## src/rtl/and16_serial.sv

```systemverilog
// Bit-serial AND: one result bit per clock, LSB first, with valid/ready on both sides.
// Optional early finish on an all-zero operand: define AND16_SERIAL_ZERO_SKIP_EN.
module and16_serial #(
    parameter int WIDTH = 16
) (
    input  logic             clk,
    input  logic             rst,
    input  logic             in_valid,
    output logic             in_ready,
    input  logic [WIDTH-1:0] in0,
    input  logic [WIDTH-1:0] in1,
    output logic             out_valid,
    input  logic             out_ready,
    output logic [WIDTH-1:0] out,
    output logic             busy
);

    localparam int CNT_W = $clog2(WIDTH);
    localparam logic [CNT_W-1:0] CNT_LAST = CNT_W'(WIDTH - 1);

    typedef enum logic [1:0] {
        ST_IDLE = 2'd0,
        ST_BUSY = 2'd1,
        ST_DONE = 2'd2
    } state_t;

    state_t             state_q, state_d;
    logic [WIDTH-1:0]   a_q, a_d;
    logic [WIDTH-1:0]   b_q, b_d;
    logic [WIDTH-1:0]   out_q, out_d;
    logic [CNT_W-1:0]   cnt_q, cnt_d;

    // Next-state and datapath update for the serial AND sequencer.
    always_comb begin
        state_d = state_q;
        a_d     = a_q;
        b_d     = b_q;
        out_d   = out_q;
        cnt_d   = cnt_q;
        case (state_q)
            ST_IDLE: begin
                if (in_valid) begin
                    a_d     = in0;
                    b_d     = in1;
                    out_d   = '0;
                    cnt_d   = '0;
                    state_d = ST_BUSY;
                end else begin
                    state_d = ST_IDLE;
                end
            end
            ST_BUSY: begin
`ifdef AND16_SERIAL_ZERO_SKIP_EN
                // Remaining result bits are already zero once either operand runs out of ones.
                if ((a_q == '0) || (b_q == '0)) begin
                    state_d = ST_DONE;
                end else begin
                    out_d[cnt_q] = a_q[0] & b_q[0];
                    a_d          = a_q >> 1'b1;
                    b_d          = b_q >> 1'b1;
                    if (cnt_q == CNT_LAST) begin
                        state_d = ST_DONE;
                    end else begin
                        cnt_d = cnt_q + CNT_W'(1);
                    end
                end
`else
                out_d[cnt_q] = a_q[0] & b_q[0];
                a_d          = a_q >> 1'b1;
                b_d          = b_q >> 1'b1;
                if (cnt_q == CNT_LAST) begin
                    state_d = ST_DONE;
                end else begin
                    cnt_d = cnt_q + CNT_W'(1);
                end
`endif
            end
            ST_DONE: begin
                if (out_ready) begin
                    state_d = ST_IDLE;
                end else begin
                    state_d = ST_DONE;
                end
            end
            default: begin
                state_d = ST_IDLE;
            end
        endcase
    end

    // State and datapath registers.
    always_ff @(posedge clk or posedge rst) begin
        if (rst) begin
            state_q <= ST_IDLE;
            a_q     <= '0;
            b_q     <= '0;
            out_q   <= '0;
            cnt_q   <= '0;
        end else begin
            state_q <= state_d;
            a_q     <= a_d;
            b_q     <= b_d;
            out_q   <= out_d;
            cnt_q   <= cnt_d;
        end
    end

    assign in_ready  = (state_q == ST_IDLE);
    assign out_valid = (state_q == ST_DONE);
    assign busy      = (state_q == ST_BUSY);
    assign out       = out_q;

endmodule

```

## config.mk

```make
export PLATFORM = sky130hd
export DESIGN_NAME = and16_serial
export DESIGN_NICKNAME = d
export VERILOG_FILES = /design/src/rtl/and16_serial.sv
export SDC_FILE = /design/constraint.sdc
export NUM_CORES = 1
export LEC_CHECK = 0
export ABC_AREA = 1
export BUFFER_PORTS_ARGS = -buffer_cell sky130_fd_sc_hd__buf_2
export CAP_MARGIN = 20
export CORE_MARGIN = 5
export CORE_UTILIZATION = 43
export CTS_BUF_LIST = sky130_fd_sc_hd__clkbuf_2 sky130_fd_sc_hd__clkbuf_4 sky130_fd_sc_hd__clkbuf_8
export CTS_CLUSTER_SIZE = 40
export DETAILED_ROUTE_END_ITERATION = 8
export GPL_TIMING_DRIVEN = 0
export HOLD_SLACK_MARGIN = 0.05
export SLEW_MARGIN = 40
export SYNTH_ARGS = -nofsm -noshare
export SYNTH_HDL_FRONTEND = slang
export SYNTH_SLANG_ARGS = --single-unit
```

## constraint.sdc

```tcl
create_clock -name clk -period 5.2 [get_ports clk]
set_clock_uncertainty 0.2 [all_clocks]
set_input_delay 0.52 -clock clk [delete_from_list [all_inputs] [get_ports clk]]
set_output_delay 0.52 -clock clk [all_outputs]
set_load 0.1 [all_outputs]
```

==> impl_metrics.csv, run 1 <==
group,metric,value,unit
outcome,status,"completed",
global_routing,grt_pass1_wl,11900,µm
power,intPower,1130,µW
logic_synthesis,syn-num-nets,383,
logic_synthesis,yosys_register_bits,54,
sta,slew_headroom,67.5,%
drt,drc,0,
clocking,cts.clk_slew.worst_paths,0.11,ns
drt,final_antenna_net_count,0,
sta,finalSetupTns,0,ns
floorplan,die_width,91.0,µm
floorplan,die_h,91.0,µm
drt,drtIter0Drc,121,
floorplan,core_area,6350,µm²
logic_synthesis,synth_area_per_cell,8.22,µm²
global_routing,grt_usage,17.3,%
clocking,cts_buffer_depth,2,
logic_synthesis,yosys-top-cells-area,"dfrtp_1 48%, nand2_1 15%, nand3_1 9.8%",
setup_path,path_class,"reg -> out",
logic_synthesis,synthCells,343,
clocking,htreeDepth,2,
setup_path,r2r_end,"out[6]",
sta,drv_slew,0,
logic_synthesis,synth_top_area_cell,"dfrtp_1",
logic_synthesis,synth_common_cells,"113 x nand2_1, 55 x nand3_1, 54 x dfrtp_1",
global_routing,antenna_found_initial,0,
logic_synthesis,ys_warn_count,0,
sta,hold_viol_final,0,
clocking,cts_root_buf,"clkbuf_8",
logic_synthesis,synth_area,2820,µm²
power,p_leak,0.00180,µW
place,dp_hpwl,4860,µm
global_routing,grt_overflow_total,0,
power,cellPowerDensity,661,nW/µm²
setup_path,cp-startpoint,"state_q[0]",
place,place_congestion,0.842,
sta,period_share,47.9,%
setup_path,cp_max_fo,10,
drt,route.met2.wl,3100,µm
drt,wl,6770,µm
drt,vias,2465,
setup_path,critical_path_arrival,1.77,ns
floorplan,io_pins,55,
setup_path,crit_required,4.48,ns
logic_synthesis,synth.most_common_cell,"nand2_1",
setup_path,cp-start-kind,"flop",
clocking,post_cts.repair.setup_buffers,0,
final_layout,layout.nets,446,
flow_run,max-cap-violations,0,
power,ir_worst_vdd,0.316,mV
setup_path,reg2reg_from,"cnt_q[0]",
setup_path,timing.reg2reg.setup_slack,3.46,ns
clocking,numCtsBuffers,5,
global_routing,grt_pass1_vias,2394,
logic_synthesis,synth_ff_type,"dfrtp_1",
clocking,clock_latency,0.32,ns
hold_path,hold_path_end,"state_q[1]",
clocking,cts_resized,0,
drt,top_layer,"met4",
power,netSwitchingPower,1090,µW
sta,finalCriticalPeriod,2.49,ns
hold_path,hold_path.class,"in -> reg",
power,clockPowerShare,15.4,%
sta,grt_setup_unrepaired,"false",
final_layout,fin_util,52.9,%
logic_synthesis,synth-edff-count,0,
clocking,clock_sinks,54,
hold_path,min_from,"out_ready",
final_layout,antenna_cells,0,
floorplan,rows,29,
logic_synthesis,async_flop_share,100,%
power,p_comb_share,54.1,%
clocking,cts_tree,"yes",
drt,drt-vias-per-instance,5.09,
final_layout,drive_gt1_share,25.8,%
logic_synthesis,synth_top_area_share,47.9,%
global_routing,grt_max_degree,33,
place,io_buffers,54,
power,pwr-share-seq,30.5,%
sta,tightest_slew,0.491,ns
floorplan,start_util,44.4,%
final_layout,fill_cells,645,
power,swShare,49.3,%
setup_path,worstRegToRegCells,8,
sta,finalSetupViolCount,0,
drt,routedWlPerCell,14.0,µm
logic_synthesis,ys_seq_area_share,47.9,%
final_layout,area_growth,19.0,%
sta,clock.fmax,0.401,GHz
drt,met3_length,407,µm
logic_synthesis,synth_cell_types,25,
setup_path,worstSetupEndpointType,"output port",
drt,firstDrtPassIters,4,
hold_path,hold_depth,2,
drt,met1Wirelength,3200,µm
floorplan,dieArea,8280,µm²
[per-layer routing]
| layer | vias to the layer above | track usage, % |
|---|---|---|
| met1 | 1135 | 24.2 |
| met5 | - | 0 |
| met4 | 0 | 4.03 |
| met3 | 7 | 4.21 |
| li1 | 1254 | - |
| met2 | 69 | 27.2 |
[how the worst max path moves through the flow]
stage / to
floorplan: out_valid
global placement: out[0]
detailed placement: busy
CTS: busy
global route: busy
finish: busy
[power by group through the flow]
| stage | logic (µW) | clock network [µW] | registers [µW] |
|---|---|---|---|
| after floorplan | 765 | 0 | 878 |
| after global placement | 1190 | 0 | 681 |
| after detailed placement | 1210 | 0 | 684 |
| after CTS | 1210 | 349 | 677 |
| after global routing | 1340 | 365 | 699 |
| final | 1200 | 341 | 677 |
[cells by family after synthesis]
family | Yosys count | share of synthesized area, %
and+or+nand+nor | 217 | 36.0
DFF | 54 | 47.9
buffers and inverters | 37 | 8.47
AOI/OAI and AO/OA | 31 | 5.86
adders and majority gates | 4 | 1.77
[final cells by class]
cell class              instances  area, µm²  area share, %
plain buffers                  24        185           5.52
clock buffers                   5       68.8           2.05
clock inverters                 3       68.8           2.05
inverters                      13       56.3           1.68
multi-input cells             252       1230           36.6
flip-flops and latches         54       1350           40.3
well taps                      77       96.3           2.87
repair buffers                 56        300           8.95
[critical path: stages, from the launching register on]
cell and delay (ns):
dfrtp_1 0.35, buf_6 0.16, inv_4 0.06, nor2_4 0.11, buf_6 0.15, buf_4 0.17, buf_2 0.44
[state kept, by name, summed over array words and instances (netlist names)]
register	flops
out	16
state_q	2
a_q	16
b_q	16
cnt_q	4
[placed cells by master, fill, tap and decap left out, drive strengths merged]
cell and count:
bufinv 2, inv 11, o21ai 16, dlygate4sd3 1, a21oi 14, nor2 22
ha 4, nand4 18, nand3 55, nand2 122, dfrtp 54, clkbuf 8
o31ai 1, buf 76, clkinv 3
[stage by stage]
| stage | area [µm²] | total power [µW] | std cells | hold WS (ns) | setup slack, ns |
|---|---|---|---|---|---|
| after floorplan | 2820 | 1640 | 343 | 0.266 | 2.51 |
| after global placement | 3190 | 1870 | 474 | 0.258 | 2.38 |
| after detailed placement | 3210 | 1890 | 475 | 0.256 | 3.06 |
| after CTS | 3360 | 2240 | 484 | 0.177 | 2.70 |
| after global routing | 3360 | 2400 | 484 | 0.179 | 2.60 |
| final | 3360 | 2220 | 484 | 0.187 | 2.71 |
[repair_timing]
item                       4_1_cts  5_1_grt
setup endpoints to repair        0        0
hold buffers                     1        0
hold endpoints to repair        22        0
Power figures use the tool's default switching activity.
==> run 2, diff against run 1 <==
--- a/config.mk
+++ b/config.mk
@@ -5,7 +5,7 @@
 export SDC_FILE = /design/constraint.sdc
 export NUM_CORES = 1
 export LEC_CHECK = 0
-export ABC_AREA = 1
+export ABC_AREA = 0
 export BUFFER_PORTS_ARGS = -buffer_cell sky130_fd_sc_hd__buf_2
 export CAP_MARGIN = 20
 export CORE_MARGIN = 5
@@ -15,6 +15,7 @@
 export DETAILED_ROUTE_END_ITERATION = 8
 export GPL_TIMING_DRIVEN = 0
 export HOLD_SLACK_MARGIN = 0.05
+export PLACE_DENSITY = 0.68
 export SLEW_MARGIN = 40
 export SYNTH_ARGS = -nofsm -noshare
 export SYNTH_HDL_FRONTEND = slang
==> constraint.sdc (replaced) <==
create_clock -name clk -period 2.2 [get_ports clk]
set_clock_uncertainty 0.2 [all_clocks]
set_input_delay 0.22 -clock clk [delete_from_list [all_inputs] [get_ports clk]]
set_output_delay 0.22 -clock clk [all_outputs]
set_load 0.1 [all_outputs]
==> run 2 against run 1 <==
Effect of this change: via count decreased by 11%; first-iteration DRC count decreased by 40%; hold slack got worse by 0.15 ns; routed wire length decreased by 11%; worst setup slack got worse by 2.5 ns; synthesized cell count decreased by 29%; critical endpoint unchanged; highest routed layer unchanged.
==> impl_metrics.csv, run 2 <==
group,metric,value,unit
logic_synthesis,synth_top_area_cell,"dfrtp_1",
global_routing,grt_max_degree,34,
logic_synthesis,yosys_register_bits,54,
floorplan,die_width,87.0,µm
global_routing,grt_overflow_total,0,
global_routing,antenna_found_initial,0,
final_layout,area_growth,31.9,%
global_routing,grt_usage,17.2,%
floorplan,die_h,87.0,µm
final_layout,layout.nets,378,
clocking,cts_root_buf,"clkbuf_8",
place,place_congestion,0.779,
final_layout,final_common_cell,"buf_2",
place,io_buffers,54,
setup_path,crit_required,1.78,ns
sta,finalCriticalPeriod,2.04,ns
drt,routedWlPerCell,14.6,µm
drt,vias,2184,
power,cellPowerDensity,1510,nW/µm²
logic_synthesis,syn-num-nets,283,
place,post-place-cells,373,
clocking,cts_tree,"yes",
final_layout,stdcell_count,413,
clocking,clock_sinks,54,
setup_path,path_class,"reg -> out",
sta,finalSetupViolCount,0,
final_layout,antenna_cells,0,
sta,clock.fmax,0.490,GHz
clocking,cts_buffer_depth,2,
logic_synthesis,ys_warn_count,0,
drt,final_antenna_net_count,0,
power,p_comb_share,56.2,%
clocking,clock_latency,0.31,ns
floorplan,io_pins,55,
sta,grt_setup_unrepaired,"false",
drt,drtIter0Drc,72,
place,dp_hpwl,4110,µm
logic_synthesis,ys_seq_area_share,53.0,%
drt,drt-vias-per-instance,5.29,
clocking,cts.clk_slew.worst_paths,0.10,ns
hold_path,hold_path.class,"in -> reg",
drt,drc,0,
power,p_leak,0.00161,µW
clocking,post_cts.repair.setup_buffers,0,
logic_synthesis,synth_cell_types,36,
global_routing,grt_pass1_vias,2206,
power,pwr-share-seq,32.9,%
logic_synthesis,async_flop_share,100,%
logic_synthesis,synthCells,243,
drt,firstDrtPassIters,4,
setup_path,cp_max_fo,10,
flow_run,max-cap-violations,0,
power,swShare,51.2,%
final_layout,fin_util,57.4,%
logic_synthesis,synth.most_common_cell,"dfrtp_1",
floorplan,rows,28,
logic_synthesis,synth_area,2550,µm²
clocking,numCtsBuffers,5,
sta,hold_viol_final,0,
sta,drv_slew,0,
power,clockPowerShare,10.9,%
clocking,htreeDepth,2,
final_layout,fill_cells,525,
setup_path,critical_path_arrival,1.62,ns
logic_synthesis,synth-edff-count,0,
logic_synthesis,synth_top_area_share,53.0,%
logic_synthesis,yosys-top-cells-area,"dfrtp_1 53%, a22oi_1 5.9%, mux2i_1 5.5%",
sta,slew_headroom,66.5,%
logic_synthesis,synth_ff_type,"dfrtp_1",
sta,period_share,92.7,%
floorplan,start_util,43.5,%
logic_synthesis,synth_common_cells,"54 x dfrtp_1, 37 x nand2_1, 28 x o21ai_0",
floorplan,dieArea,7560,µm²
drt,wl,6010,µm
final_layout,layout_common_cells,"62 x buf_2, 54 x dfrtp_1, 37 x nand2_1, 33 x dlygate4sd3_1, 28 x o21ai_0",
logic_synthesis,synth_area_per_cell,10.5,µm²
outcome,status,"completed",
sta,tightest_slew,0.501,ns
power,netSwitchingPower,2590,µW
power,ir_worst_vdd,0.930,mV
final_layout,drive_gt1_share,24.9,%
power,intPower,2470,µW
setup_path,worstSetupEndpointType,"output port",
floorplan,core_area,5850,µm²
global_routing,grt_pass1_wl,10500,µm
setup_path,cp-start-kind,"flop",
-- run 2: timing repair --
action                                  in CTS  in global routing
endpoints found under the hold margin       86                  0
endpoints found under the setup margin       1                  2
gates resized for setup                      1                  3
hold buffers                                33                  0
-- run 2: final timing paths --
path                           end  slack (ns)  cells after the start  startpoint
min                         a_q[9]        0.04                      3      in0[9]
max reg2reg                b_q[12]        0.44                      4  state_q[0]
max in group asynchronous   b_q[8]        1.12                      4         rst
min in group asynchronous  out[15]        0.21                      3         rst
max                           busy        0.16                      4  state_q[1]
min reg2reg                b_q[11]        0.29                      2     b_q[11]
-- run 2: logic make-up after synthesis --
kind of cell             count (synthesis)  synth area share [%]
flip-flops                              54                  53.0
XOR/XNOR                                 1                 0.344
adder cells (fa/ha/maj)                  4                  1.96
multiplexers                            15                  5.94
AO/OA/AOI/OAI                           87                  22.5
buffers and inverters                   24                  4.81
AND/OR/NAND/NOR                         58                  11.4
-- run 2: cell type report --
| cell class | instances | area [µm²] | area share, % |
|---|---|---|---|
| sequential | 54 | 1350 | 40.2 |
| clock buffer | 7 | 83.8 | 2.50 |
| inverter | 5 | 21.3 | 0.633 |
| tap | 75 | 93.8 | 2.79 |
| buffer | 19 | 105 | 3.13 |
| multi-input combinational | 165 | 1080 | 32.1 |
| timing repair buffer | 88 | 626 | 18.6 |
-- run 2: stage by stage --
stage / setup TNS, ns / area, µm² / total power, µW / worst slack (ns) / hold slack (ns)
after CTS: 0 / 3360 / 5100 / 0.0392 / 0.0503
final: 0 / 3360 / 5060 / 0.160 / 0.0371
after floorplan: 0 / 2550 / 3930 / 0.225 / 0.153
after global routing: 0 / 3360 / 5430 / 0.0388 / 0.0535
after global placement: -14.60 / 2920 / 4420 / -0.273 / 0.254
after detailed placement: 0 / 2940 / 4490 / 0.368 / 0.000117
-- run 2: critical path, stage by stage (launching register included) --
cell and delay [ns]:
dfrtp_1 0.45, nor2b_1 0.13, buf_4 0.22, buf_8 0.17, clkbuf_4 0.34
-- run 2: power groups by stage --
stage	clock [µW]	combinational [µW]	sequential, µW
finish	551	2840	1670
detailed placement	0	2800	1690
floorplan	0	1430	2500
global placement	0	2750	1670
CTS	571	2860	1670
global route	608	3090	1730
-- run 2: per-layer routing --
layer  global-route usage [%]  vias up  share of wire [%]
met4                     4.53        0                1.0
met5                        0        -                  0
li1                         -     1079                  -
met2                     27.8       59                 48
met3                     3.88        7                5.3
met1                     23.4     1039                 46
